[config.mk]
export PLATFORM = sky130hd
export DESIGN_NAME = fifo_wr_arbiter_flat
export DESIGN_NICKNAME = d
export VERILOG_FILES = /design/src/rtl/fifo_wr_arbiter_pkg.sv /design/src/rtl/fifo_wr_arbiter_if.sv /design/src/rtl/fifo_wr_arbiter_sync_fifo.sv /design/src/rtl/fifo_wr_arbiter.sv /design/src/flat_wrapper.sv
export SDC_FILE = /design/constraint.sdc
export NUM_CORES = 1
export LEC_CHECK = 0
export BUFFER_PORTS_ARGS = -buffer_cell sky130_fd_sc_hd__buf_2
export CORE_AREA = 10 10 125 127
export DETAILED_ROUTE_END_ITERATION = 8
export DIE_AREA = 0 0 135 137
export PLACE_DENSITY_LB_ADDON = 0.12
export SLEW_MARGIN = 20
export SYNTH_ARGS = -nofsm -noshare
export SYNTH_HDL_FRONTEND = slang
export SYNTH_SLANG_ARGS = --single-unit
export TNS_END_PERCENT = 5
[constraint.sdc]
create_clock -name clk -period 3.6 [get_ports clk]
set_input_delay 0 -clock clk [delete_from_list [all_inputs] [get_ports clk]]
set_output_delay 0 -clock clk [all_outputs]
set_load 0.02 [all_outputs]
[src/rtl/fifo_wr_arbiter_pkg.sv]
// Shared arbitration definitions.
//   arb_state_e : two-state packet-lock FSM encoding (ST_IDLE, ST_LOCKED).
//   rr_select   : round-robin pick over up to RR_MAX_REQ requesters. Requests
//                 at or above the pointer win first; if there are none, the
//                 lowest request overall wins (wrap).
package fifo_wr_arbiter_pkg;

  typedef enum logic {
    ST_IDLE   = 1'b0,
    ST_LOCKED = 1'b1
  } arb_state_e;

  localparam int RR_MAX_REQ = 8;
  localparam int RR_IDX_W   = 3;

  typedef struct packed {
    logic                found;
    logic [RR_IDX_W-1:0] idx;
  } rr_sel_t;

  // Callers zero-extend their request vector to RR_MAX_REQ bits.
  function automatic rr_sel_t rr_select(input logic [RR_MAX_REQ-1:0] valid,
                                        input logic [RR_IDX_W-1:0]   ptr);
    logic [RR_MAX_REQ-1:0] below;
    logic [RR_MAX_REQ-1:0] masked;
    logic [RR_MAX_REQ-1:0] pool;
    rr_sel_t               r;
    below  = (RR_MAX_REQ'(1) << ptr) - RR_MAX_REQ'(1);
    masked = valid & ~below;
    pool   = (masked != '0) ? masked : valid;
    r.found = (valid != '0);
    r.idx   = '0;
    // Descending scan: the last hit is the lowest set bit of the pool.
    for (int i = RR_MAX_REQ - 1; i >= 0; i--) begin
      if (pool[i]) r.idx = RR_IDX_W'(i);
    end
    return r;
  endfunction

endpackage

[src/rtl/fifo_wr_arbiter_if.sv]
// Bus bundle between the requesters/consumer and fifo_wr_arbiter.
// Handshake: a requester word transfers in a cycle where req_valid[i] and
// req_ready[i] are both high at the rising clock edge. req_ready is at most
// one-hot. On the read side a pop happens on the edge where ren is high and
// empty is low; rdata shows the head word whenever empty is low.
//   slave  : arbiter side (drives req_ready, rdata, status, dbg_state)
//   master : producer/consumer side
interface fifo_wr_arbiter_if #(
  parameter int N_REQ = 4,
  parameter int WIDTH = 32,
  parameter int DEPTH = 4
);
  import fifo_wr_arbiter_pkg::*;

  localparam int W_ADDR = $clog2(DEPTH);
  localparam int W_ID   = $clog2(N_REQ);

  logic [N_REQ-1:0]       req_valid;
  logic [N_REQ-1:0]       req_last;
  logic [N_REQ*WIDTH-1:0] req_data;
  logic [N_REQ-1:0]       req_ready;
  logic                   flush;
  logic [WIDTH-1:0]       rdata;
  logic                   ren;
  logic                   empty;
  logic                   full;
  logic [W_ADDR:0]        level;
  logic [W_ID-1:0]        grant_id;
  logic                   locked;
  arb_state_e             dbg_state;

  modport slave (
    input  req_valid, req_last, req_data, flush, ren,
    output req_ready, rdata, empty, full, level, grant_id, locked, dbg_state
  );

  modport master (
    output req_valid, req_last, req_data, flush, ren,
    input  req_ready, rdata, empty, full, level, grant_id, locked, dbg_state
  );

endinterface

[src/rtl/fifo_wr_arbiter_sync_fifo.sv]
// sync_fifo: single-clock show-ahead FIFO.
//   clk, rst_n (synchronous, active-low)
//   wen/wdata : push (ignored when full)
//   ren       : pop  (ignored when empty)
//   flush     : drop all contents; no push or pop takes effect that cycle
//   rdata     : head word, valid while !empty
//   empty, full, level (W_ADDR+1 bits)
module sync_fifo #(
  parameter int WIDTH  = 32,
  parameter int DEPTH  = 4,
  parameter int W_ADDR = $clog2(DEPTH)
) (
  input  logic              clk,
  input  logic              rst_n,
  input  logic              wen,
  input  logic [WIDTH-1:0]  wdata,
  input  logic              ren,
  input  logic              flush,
  output logic [WIDTH-1:0]  rdata,
  output logic              empty,
  output logic              full,
  output logic [W_ADDR:0]   level
);

  logic [WIDTH-1:0]  r_mem [DEPTH];
  logic [W_ADDR-1:0] r_wr_ptr;
  logic [W_ADDR-1:0] r_rd_ptr;
  logic [W_ADDR:0]   r_count;
  logic              w_do_wr;
  logic              w_do_rd;

  assign w_do_wr = wen & ~full & ~flush;
  assign w_do_rd = ren & ~empty & ~flush;

  always_ff @(posedge clk) begin
    if (!rst_n || flush) begin
      r_wr_ptr <= '0;
      r_rd_ptr <= '0;
      r_count  <= '0;
    end else begin
      // DEPTH is a power of two, so pointers wrap by natural overflow.
      if (w_do_wr) r_wr_ptr <= r_wr_ptr + W_ADDR'(1);
      if (w_do_rd) r_rd_ptr <= r_rd_ptr + W_ADDR'(1);
      case ({w_do_wr, w_do_rd})
        2'b10:   r_count <= r_count + (W_ADDR+1)'(1);
        2'b01:   r_count <= r_count - (W_ADDR+1)'(1);
        default: r_count <= r_count;
      endcase
    end
  end

  // Storage is not reset; rdata is meaningless until the first write.
  always_ff @(posedge clk) begin
    if (rst_n && w_do_wr) r_mem[r_wr_ptr] <= wdata;
  end

  assign rdata = r_mem[r_rd_ptr];
  assign empty = (r_count == '0);
  assign full  = (r_count == (W_ADDR+1)'(DEPTH));
  assign level = r_count;

endmodule

[src/rtl/fifo_wr_arbiter.sv]
// fifo_wr_arbiter: shares the write port of one sync_fifo between N_REQ
// requesters with round-robin arbitration and packet locking, so a
// multi-word packet (ended by req_last) lands in the FIFO contiguously.
// The read side passes straight through to one consumer.
//   clk, rst (synchronous, active-high)
//   bus.req_valid/req_last/req_data -> requester words
//   bus.req_ready                   <- at most one-hot, combinational
//   bus.flush                       -> drop FIFO contents, abort any lock
//   bus.rdata/ren/empty/full/level  -> FIFO read side and status
//   bus.grant_id, bus.locked        <- lock owner / last granted, lock flag
//   bus.dbg_state                   <- FSM state
module fifo_wr_arbiter
  import fifo_wr_arbiter_pkg::*;
#(
  parameter int N_REQ  = 4,
  parameter int WIDTH  = 32,
  parameter int DEPTH  = 4,
  parameter int W_ADDR = $clog2(DEPTH)
) (
  input logic             clk,
  input logic             rst,
  fifo_wr_arbiter_if.slave bus
);

  localparam int W_ID = $clog2(N_REQ);

  arb_state_e            r_state;
  logic [W_ID-1:0]       r_owner;
  logic [W_ID-1:0]       r_rr_ptr;
  logic [W_ID-1:0]       r_grant;

  rr_sel_t               w_rr;
  logic [W_ID-1:0]       w_sel;
  logic [N_REQ-1:0]      w_ready;
  logic [W_ID-1:0]       w_xfer_id;
  logic                  w_wen;
  logic                  w_last;
  logic [WIDTH-1:0]      w_wdata;
  logic                  w_ren;
  logic                  w_empty;
  logic                  w_full;
  logic [W_ADDR:0]       w_level;
  logic [WIDTH-1:0]      w_rdata;
  logic [W_ID-1:0]       w_ptr_next;

  // Ready never looks at ren: a word is refused when full even if the
  // consumer pops in the same cycle, keeping ready off the read path.
  always_comb begin
    w_rr    = rr_select(RR_MAX_REQ'(bus.req_valid), RR_IDX_W'(r_rr_ptr));
    w_sel   = w_rr.idx[W_ID-1:0];
    w_ready = '0;
    if (!rst && !w_full && !bus.flush) begin
      // While locked the owner is offered ready even with its valid low,
      // so everyone else stays held off until the packet ends.
      if (r_state == ST_LOCKED) w_ready[r_owner] = 1'b1;
      else if (w_rr.found)      w_ready[w_sel]   = 1'b1;
    end
  end

  assign w_xfer_id = (r_state == ST_LOCKED) ? r_owner : w_sel;
  assign w_wen     = |(w_ready & bus.req_valid);
  assign w_last    = bus.req_last[w_xfer_id];

  always_comb begin
    w_wdata = '0;
    for (int i = 0; i < N_REQ; i++) begin
      if (W_ID'(i) == w_xfer_id) w_wdata = bus.req_data[i*WIDTH +: WIDTH];
    end
  end

  assign w_ren      = bus.ren & ~w_empty;
  assign w_ptr_next = (w_xfer_id == W_ID'(N_REQ - 1)) ? '0 : w_xfer_id + W_ID'(1);

  // rr_ptr only moves when a packet completes; an aborted (flushed) packet
  // leaves it where it was.
  always_ff @(posedge clk) begin
    if (rst) begin
      r_state  <= ST_IDLE;
      r_owner  <= '0;
      r_rr_ptr <= '0;
      r_grant  <= '0;
    end else if (bus.flush) begin
      r_state  <= ST_IDLE;
    end else if (w_wen) begin
      r_grant <= w_xfer_id;
      case (r_state)
        ST_IDLE: begin
          if (w_last) begin
            r_rr_ptr <= w_ptr_next;
          end else begin
            r_state <= ST_LOCKED;
            r_owner <= w_xfer_id;
          end
        end
        ST_LOCKED: begin
          if (w_last) begin
            r_state  <= ST_IDLE;
            r_rr_ptr <= w_ptr_next;
          end
        end
        default: r_state <= ST_IDLE;
      endcase
    end
  end

  sync_fifo #(
    .WIDTH (WIDTH),
    .DEPTH (DEPTH),
    .W_ADDR(W_ADDR)
  ) u_fifo (
    .clk  (clk),
    .rst_n(~rst),
    .wen  (w_wen),
    .wdata(w_wdata),
    .ren  (w_ren),
    .flush(bus.flush),
    .rdata(w_rdata),
    .empty(w_empty),
    .full (w_full),
    .level(w_level)
  );

  assign bus.req_ready = w_ready;
  assign bus.rdata     = w_rdata;
  assign bus.empty     = w_empty;
  assign bus.full      = w_full;
  assign bus.level     = w_level;
  // r_grant equals r_owner while locked, and the last transfer otherwise.
  assign bus.grant_id  = r_grant;
  assign bus.locked    = (r_state == ST_LOCKED);
  assign bus.dbg_state = r_state;

endmodule

[src/flat_wrapper.sv]
// flat-port wrapper written by rule: the top's interface ports become plain ports
module fifo_wr_arbiter_flat import fifo_wr_arbiter_pkg::*;
#(
  parameter int N_REQ  = 4,
  parameter int WIDTH  = 32,
  parameter int DEPTH  = 4,
  parameter int W_ADDR = $clog2(DEPTH)
)
  (clk, rst, bus_req_valid, bus_req_last, bus_req_data, bus_flush, bus_ren, bus_req_ready, bus_rdata, bus_empty, bus_full, bus_level, bus_grant_id, bus_locked, bus_dbg_state);
  fifo_wr_arbiter_if #(.N_REQ(N_REQ), .WIDTH(WIDTH), .DEPTH(DEPTH)) bus_i ();
  input logic clk;
  input logic rst;
  input wire logic [$bits(bus_i.req_valid)-1:0] bus_req_valid;
  input wire logic [$bits(bus_i.req_last)-1:0] bus_req_last;
  input wire logic [$bits(bus_i.req_data)-1:0] bus_req_data;
  input wire logic [$bits(bus_i.flush)-1:0] bus_flush;
  input wire logic [$bits(bus_i.ren)-1:0] bus_ren;
  output wire logic [$bits(bus_i.req_ready)-1:0] bus_req_ready;
  output wire logic [$bits(bus_i.rdata)-1:0] bus_rdata;
  output wire logic [$bits(bus_i.empty)-1:0] bus_empty;
  output wire logic [$bits(bus_i.full)-1:0] bus_full;
  output wire logic [$bits(bus_i.level)-1:0] bus_level;
  output wire logic [$bits(bus_i.grant_id)-1:0] bus_grant_id;
  output wire logic [$bits(bus_i.locked)-1:0] bus_locked;
  output wire logic [$bits(bus_i.dbg_state)-1:0] bus_dbg_state;
  assign bus_i.req_valid = bus_req_valid;
  assign bus_i.req_last = bus_req_last;
  assign bus_i.req_data = bus_req_data;
  assign bus_i.flush = bus_flush;
  assign bus_i.ren = bus_ren;
  assign bus_req_ready = bus_i.req_ready;
  assign bus_rdata = bus_i.rdata;
  assign bus_empty = bus_i.empty;
  assign bus_full = bus_i.full;
  assign bus_level = bus_i.level;
  assign bus_grant_id = bus_i.grant_id;
  assign bus_locked = bus_i.locked;
  assign bus_dbg_state = bus_i.dbg_state;
  fifo_wr_arbiter #(.N_REQ(N_REQ), .WIDTH(WIDTH), .DEPTH(DEPTH), .W_ADDR(W_ADDR)) u_core (.clk(clk), .rst(rst), .bus(bus_i));
endmodule
==> flow_summary.toml, run 1 <==
[setup_path]
reg2reg_to = "u_core.u_fifo.r_mem[3][7]"
endpoint_kind = "flip-flop"
required_ns = 3.94
crit_type = "in2reg"
worstSetupStartpointType = "input port"
rrSetupSlack_ns = 0.48
worstRegToRegCells = 10
crit_arrival_ns = 3.47
critPathMaxFanout = 16
r2r_start = "u_core.r_rr_ptr[1]"

[logic_synthesis]
ys_types = 53
syn-cell-area_sq_um = 6650
synth_seq_cells = 144
synth.most_common_cell = "edfxtp_1"
synth_top_cells_by_count = "128 x edfxtp_1, 48 x nor2_1, 38 x a21oi_1"
synth_mux_area_share_pct = 12.5
synthAdderAreaFrac_pct = 1.99
synthArstFlopShare_pct = 0
synth_xor_area_share_pct = 0.658
synth_cells = 478
synth-compound-area-share_pct = 11.5
ys_seq_area_share_pct = 62.6
syn_nets = 628
yosysTopAreaCell = "edfxtp_1"
syn_avg_cell_area_sq_um = 13.9
synthSimpleGateAreaFrac_pct = 8.07
synthFlopType = "edfxtp_1"
synth_edf_count = 128
synth.area.top_cells = "edfxtp_1 58%, mux4_2 11%, dfxtp_1 4.8%"
synth_top_family_by_area = "multiplexers"
synth_top_area_share_pct = 57.8
ys_warn_count = 0

[grt]
use_met2_pct = 32.5
antenna_found_initial = 4
grt_max_degree = 59
grt_overflow = 0
gr-usage-met1_pct = 20.9
grt_pass1_vias = 5153
busiest_layer = "met2"
grt_pass1_wl_microns = 26800
grt_use_met3_pct = 6.49
gr-usage-all-layers_pct = 18.8

[timing]
rsz0062_at_grt = "false"
fin_crit_ns = 3.13
worst_pin_slew_ns = 0.921
worst_slack_ns = 0.474
drv_slew = 0
slew-limit-headroom_pct = 38.6
fmax_mhz = 320
hold_violations = 0
setup_viol = 0
tns_ns = 0
finClkSkew_ns = 0.00634
holdWs_ns = 0.0200
fin_crit_sh_pct = 86.8

[die]
dieHeight_microns = 137
dieArea_sq_um = 18500
dieWidth_microns = 135
ios = 185
initial_utilization_pct = 50.8
core-area_sq_um = 13100
fp-row-count = 42

[min_path]
min_to = "u_core.u_fifo.r_mem[3][4]"
hold_path.class = "in2reg"
min_from = "bus_req_data[100]"
hold_path_depth = 3

[clock_tree]
tritoncts = "done"
post_cts_resized = 0
htreeDepth = 4
cts.sinks = 144
path_clk_slew_ns = 0.06
cts_made_buffers = 17
ctsHoldBuffers = 18
clk_latency_ns = 0.41
root_buffer = "clkbuf_16"
clk_path_buf_depth = 2
cts_setup_buffers = 0

[drt]
ant_nets = 0
drc_errors = 0
wl_microns = 17100
drt_iter0_drc = 248
routed_via_density = 5.44
wl_per_cell_microns = 19.7
vias = 4730
firstDrtPassIters = 4

[flow_run]
drv_cap = 0

[finish]
area_growth_pct = 29.9
drive_gt1_share_pct = 41.2
finish.net_count = 827
post-route-util_pct = 66.1
num-fill-cells = 994
final_area_sq_um = 8640

[power]
p_int_w = 0.00348
p_comb_share_pct = 15.9
p_leak_nw = 3.23
pwr-share-clk_pct = 40.4
switching_share_pct = 23.9
p_per_area_nw_per_um2 = 529
pwr-share-seq_pct = 43.7
switching_power_w = 0.00109
vdd_drop_max_uv = 325

[placed_design]
gp_congestion = 0.835
io_buffers = 184
place_area_sq_um = 7830
post-place-ws_ns = 0.464
dpl.hpwl_microns = 12100

[outcome]
outcome = "finished clean"
-- kinds of logic after synthesis --
kind of cell    count (synthesis)
xor+xnor                        5
fa+ha+maj                      10
buf+inv                        43
compound gates                121
flops                         144
mux                            41
simple gates                  114
-- worst max-delay path by stage --
stage                                start                          to  slack [ns]  cells past startpoint
global route            u_core.r_rr_ptr[0]  u_core.u_fifo.r_mem[0][12]        0.14                     12
global placement        u_core.r_rr_ptr[0]      u_core.u_fifo.level[2]        0.61                     12
detailed placement      u_core.r_rr_ptr[1]  u_core.u_fifo.r_mem[2][15]        0.46                     10
finish                                 rst      u_core.u_fifo.level[2]        0.47                     14
floorplan           u_core.u_fifo.level[2]      u_core.u_fifo.level[2]        0.49                     14
CTS                     u_core.r_rr_ptr[1]  u_core.u_fifo.r_mem[2][15]        0.45                     10
-- cell usage in the layout (no fill, tap or decap), types with 3 or more instances in the layout --
master / instances
a211oi_1: 3
a21oi_1: 38
a22oi_1: 31
and2_2: 4
buf_12: 6
buf_2: 184
buf_4: 6
bufinv_16: 5
clkbuf_16: 17
clkinv_2: 4
dfxtp_1: 14
diode_2: 4
dlygate4sd3_1: 18
edfxtp_1: 128
ha_1: 7
inv_1: 8
mux2i_1: 5
mux4_2: 33
nand2_1: 37
nand2b_1: 3
nor2_1: 48
nor3b_2: 3
o21ai_0: 34
xor2_1: 3
-- area by class of cell --
class	count	area, sq um	area share, %
multi-input combinational	291	2320	26.9
tap	176	220	2.55
inverter	9	33.8	0.391
antenna	4	10.0	0.116
clock buffer	18	429	4.97
timing repair buffer	214	1270	14.6
sequential	144	4170	48.2
clock inverter	13	194	2.24
-- through the flow --
step                      total power (W)  cells
after floorplan                   0.00247    478
after CTS                         0.00460    865
after global placement            0.00271    816
after global routing              0.00476    868
final                             0.00457    869
after detailed placement          0.00274    816
-- flip-flops by register name, summed over array words and instances (netlist names), named ones only --
register                cells
u_core.u_fifo.r_rd_ptr      2
u_core.r_owner              2
u_core.u_fifo.level         3
u_core.bus.grant_id         2
u_core.u_fifo.r_wr_ptr      2
u_core.bus.dbg_state        1
u_core.u_fifo.r_mem       128
u_core.r_rr_ptr             2
-- worst max-delay path, stage by stage --
cell and delay (ns):
dlygate4sd3_1 0.53, buf_2 0.17, or2_1 0.38, or2_4 0.32
or3_1 0.37, o31ai_2 0.09, a211o_1 0.51, inv_1 0.09
ha_1 0.25, inv_1 0.07, fa_1 0.18, xor2_1 0.07
or3_1 0.30, a21oi_1 0.14
-- layer usage --
metal	wire length, microns	vias to the layer above
met3	1390	18
met4	208	0
met2	8750	171
li1	-	2236
met1	6750	2305
met5	0	-
-- power groups by stage --
stage	clock [W]	combinational, W	sequential (W)
floorplan	0	0.000449	0.00202
global placement	0	0.000688	0.00202
detailed placement	0	0.000713	0.00203
CTS	0.00187	0.000733	0.00200
global route	0.00195	0.000806	0.00200
finish	0.00185	0.000728	0.00200
(Power assumes the default switching activity.)
==> run 2, diff against run 1 <==
Settings changed: CORE_AREA 10 10 125 127 to 10 10 133 135, DIE_AREA 0 0 135 137 to 0 0 143 145.
==> run 2 against run 1 <==
Via count shrank 0.40%. Critical path type is now reg2reg. Largest power group unchanged. Critical endpoint is now u_core.u_fifo.r_mem[2][31]. Final cell count up 0.69%. Clock power fell by 11%. Combinational power rose by 1%. Utilization shrank 9.5 points.
==> flow_summary.toml, run 2 (synthesized netlist as in run 1, its figures left out) <==
[setup_path]
endpoint_kind = "flip-flop"
worstSetupStartpointType = "flip-flop"
required_ns = 3.74
crit_arrival_ns = 3.19
rrSetupSlack_ns = 0.55
critPathMaxFanout = 18
crit_type = "reg2reg"
cp-startpoint = "u_core.r_rr_ptr[0]"
r2r_start = "u_core.r_rr_ptr[0]"
worstRegToRegCells = 12

[timing]
hold_violations = 0
finClkSkew_ns = 0.0114
worst_pin_slew_ns = 0.893
drv_slew = 0
rsz0062_at_grt = "false"
fin_crit_sh_pct = 84.7
setup_viol = 0
slew-limit-headroom_pct = 40.5
tns_ns = 0
fin_crit_ns = 3.05
fmax_mhz = 328

[finish]
final_common_cell = "buf_2"
final_area_sq_um = 8500
finish.net_count = 825
largest_register_ffs = 128
top_register = "u_core.u_fifo.r_mem"
drive_gt1_share_pct = 41.8
final_cell_mix = "184 x buf_2, 128 x edfxtp_1, 48 x nor2_1"
diodes = 0
area_growth_pct = 27.7

[die]
dieHeight_microns = 145
ios = 185
dieArea_sq_um = 20700
core-area_sq_um = 15000
initial_utilization_pct = 44.3
fp-row-count = 45
dieWidth_microns = 143

[min_path]
hold_path_depth = 3
hold_path.class = "in2reg"
min_from = "bus_req_data[97]"

[power]
p_comb_share_pct = 16.9
p_int_w = 0.00327
pwr-share-clk_pct = 37.5
p_leak_nw = 3.17
p_per_area_nw_per_um2 = 514
switching_share_pct = 25.2
pwr-share-seq_pct = 45.6
vdd_drop_max_uv = 307
switching_power_w = 0.00110

[clock_tree]
path_clk_slew_ns = 0.06
htreeDepth = 4
clk_path_buf_depth = 2
tritoncts = "done"
root_buffer = "clkbuf_16"
cts.sinks = 144
cts_made_buffers = 17
clk_latency_ns = 0.41

[outcome]
outcome = "finished clean"

[grt]
grt_pass1_wl_microns = 27200
gr-usage-all-layers_pct = 16.9
grt_overflow = 0
grt_pass1_vias = 5030
antenna_found_initial = 0
grt_max_degree = 36

[drt]
drc_errors = 0
wl_microns = 17700
routed_via_density = 5.38
vias = 4711
drt_iter0_drc = 350
ant_nets = 0
wl_per_cell_microns = 20.2
firstDrtPassIters = 4

[placed_design]
dpl.hpwl_microns = 12600
place_area_sq_um = 7830
gp_congestion = 0.818
io_buffers = 184

[flow_run]
drv_cap = 0
==> run 2: power groups by stage <==
stage / Combinational, W / Sequential [W] / Clock (W)
after global routing: 0.000824 / 0.00200 / 0.00174
final: 0.000736 / 0.00199 / 0.00164
after floorplan: 0.000449 / 0.00202 / 0
after CTS: 0.000741 / 0.00199 / 0.00168
after detailed placement: 0.000730 / 0.00203 / 0
after global placement: 0.000704 / 0.00202 / 0
==> run 2: layer usage <==
metal / track usage (%) / wire [microns] / vias to the layer above
met2: 29.0 / 9050 / 154
met3: 5.02 / 1200 / 8
li1: - / - / 2237
met1: 19.9 / 7300 / 2312
met5: 0 / 0 / -
met4: 4.70 / 121 / 0
==> run 2: cell type report <==
| cell class | count | area, sq um |
|---|---|---|
| tap | 188 | 235 |
| clock buffer | 20 | 437 |
| timing repair buffer | 212 | 1180 |
| inverter | 9 | 33.8 |
| sequential | 144 | 4170 |
| multi-input combinational | 291 | 2320 |
| fill | 1258 | 6540 |
| clock inverter | 11 | 118 |
==> run 2: worst max-delay path, stage by stage, from the launching register on <==
cell,delay (ns)
dfxtp_1,0.34
and2b_1,0.22
nor2_1,0.17
o32ai_4,0.16
o21ai_1,0.43
inv_1,0.12
ha_1,0.25
nor2b_2,0.15
buf_4,0.28
a22oi_1,0.10
nor2_1,0.10
a21oi_1,0.05
o21ai_0,0.42
==> run 2: timing repair <==
action / CTS / global route
hold buffers: 11 / 0
endpoints found under the hold margin: 29 / 0
resized for setup: 0 / 0
buffers inserted: 0 / 0
==> run 2: final timing paths <==
kind	end
setup / recovery	u_core.u_fifo.r_mem[2][31]
hold / removal	u_core.u_fifo.r_mem[0][1]
setup reg to reg	u_core.u_fifo.r_mem[2][31]
hold reg to reg	u_core.bus.grant_id[1]
==> run 2: metrics by stage <==
step	utilization, %	power, W	hold WS [ns]	cells	setup WS [ns]
after floorplan	-	0.00247	0.0721	478	0.491
after CTS	56.5	0.00441	0.000544	875	0.565
after global placement	52.1	0.00273	0.278	833	0.790
after detailed placement	52.1	0.00276	0.281	833	0.586
final	56.5	0.00437	0.00536	875	0.549
after global routing	56.5	0.00456	0.0284	875	0.234
==> run 3, diff against run 2 <==
Clock period 3.6 ns to 2.9 ns, I/O delays scaled along.
==> run 3 against run 2 <==
The run now ends with negative hold slack left. First-iteration DRC count decreased by 34%. Clock power rose by 23%. Final area is 2.7% higher. Hold slack lost 0.0088 ns. Fmax grew 8.5%. Utilization rose by 1.5 points. Wire length fell by 5.0%. Flip-flop and latch count did not move. Combinational power up 31%. Clock skew down 0.0055 ns. Largest power group unchanged.
==> flow_summary.toml, run 3 (synthesized netlist as in run 1, its figures left out) <==
[setup_path]
required_ns = 3.24
endpoint_kind = "flip-flop"
worstSetupStartpointType = "flip-flop"
crit_arrival_ns = 3.15
critPathMaxFanout = 7
crit_type = "reg2reg"

[die]
dieWidth_microns = 143
dieArea_sq_um = 20700
fp-row-count = 45
ios = 185
dieHeight_microns = 145
initial_utilization_pct = 44.3
core-area_sq_um = 15000

[timing]
worst_slack_ns = 0.0882
rsz0062_at_grt = "true"
holdWs_ns = -0.00343
slew-limit-headroom_pct = 40.8
finClkSkew_ns = 0.00587
worst_pin_slew_ns = 0.888
setup_viol = 0
drv_slew = 0
fin_crit_sh_pct = 97.0
fin_crit_ns = 2.81
fmax_mhz = 356
hold_violations = 2

[finish]
top_register = "u_core.u_fifo.r_mem"
drive_gt1_share_pct = 43.0
final_cell_mix = "184 x buf_2, 128 x edfxtp_1, 48 x nor2_1"
final_common_cell = "buf_2"
diodes = 0
area_growth_pct = 31.2
post-route-util_pct = 58.1
finish.net_count = 842
largest_register_ffs = 128

[clock_tree]
cts.sinks = 144
path_clk_slew_ns = 0.06
cts_made_buffers = 17
cts_setup_buffers = 0
clk_latency_ns = 0.41
tritoncts = "done"
root_buffer = "clkbuf_16"
clk_path_buf_depth = 2
htreeDepth = 4

[placed_design]
io_buffers = 184
dpl.hpwl_microns = 12100
gp_congestion = 0.822
post-place-ws_ns = 0.0176

[grt]
grt_pass1_vias = 5061
grt_pass1_wl_microns = 26400
gr-usage-all-layers_pct = 16.2
antenna_found_initial = 0
grt_max_degree = 39
grt_overflow = 0

[drt]
wl_per_cell_microns = 18.8
firstDrtPassIters = 4
vias = 4751
routed_via_density = 5.32
wl_microns = 16800
drt_iter0_drc = 230
drc_errors = 0
ant_nets = 0

[power]
switching_power_w = 0.00136
p_comb_share_pct = 17.7
pwr-share-clk_pct = 37.0
total_power_w = 0.00546
p_leak_nw = 3.29
p_per_area_nw_per_um2 = 625
p_int_w = 0.00410
switching_share_pct = 24.9
vdd_drop_max_uv = 323
pwr-share-seq_pct = 45.3

[outcome]
outcome = "finished, violations left"
violations = "negative hold slack"

[flow_run]
drv_cap = 0

[min_path]
hold_path.class = "in2reg"
[run 3: worst paths after layout]
kind | from | to | slack [ns] | cells after the start
min reg2reg | u_core.bus.grant_id[1] | u_core.bus.grant_id[1] | 0.48 | 1
max reg2reg | u_core.r_rr_ptr[1] | u_core.u_fifo.level[2] | 0.09 | 11
max | u_core.r_rr_ptr[1] | u_core.u_fifo.level[2] | 0.09 | 11
min | bus_req_data[119] | u_core.u_fifo.r_mem[0][23] | -0.003 | 3
[run 3: power groups by stage]
stage / registers (W) / logic (W) / clock network (W)
CTS: 0.00247 / 0.000955 / 0.00207
global placement: 0.00251 / 0.000897 / 0
floorplan: 0.00251 / 0.000558 / 0
detailed placement: 0.00252 / 0.000928 / 0
global route: 0.00248 / 0.00108 / 0.00217
finish: 0.00247 / 0.000967 / 0.00202
[run 3: final cells by class]
cell class                      count  area, sq um
Clock inverter                     13          121
Multi-Input combinational cell    291         2340
Timing Repair Buffer              229         1390
Clock buffer                       19          433
Inverter                            9         33.8
Tap cell                          188          235
Fill cell                        1223         6300
Sequential cell                   144         4170
[run 3: what timing repair did]
| action | CTS | global route |
|---|---|---|
| resized for setup | 3 | 30 |
| pin swaps | 0 | 1 |
| hold buffers | 17 | 3 |
| hold endpoints to repair | 45 | 11 |
| endpoints found under the setup margin | 12 | 122 |
[run 3: critical path, stage by stage (launching register included)]
cell     delay (ns)
dfxtp_1        0.49
a21oi_2        0.12
o32ai_4        0.42
o31ai_2        0.12
a211o_1        0.30
inv_1          0.06
ha_1           0.17
inv_1          0.07
fa_1           0.38
xor2_1         0.16
or3_1          0.31
a21oi_1        0.15
[run 3: metrics by stage]
stage | TNS, ns | instances | area, sq um
after floorplan | -2.98 | 478 | 6660
after global placement | 0 | 841 | 7950
after detailed placement | 0 | 841 | 7950
after CTS | 0 | 890 | 8680
after global routing | -0.111 | 893 | 8730
final | 0 | 893 | 8730
[run 3: metal layers]
metal	share of wire [%]	wire length (microns)	GRT usage, %	vias up
met3	7.6	1280	5.61	18
met4	1.4	235	5.37	0
li1	-	-	-	2273
met2	51	8600	27.3	149
met5	0	0	0	-
met1	40	6670	18.9	2311
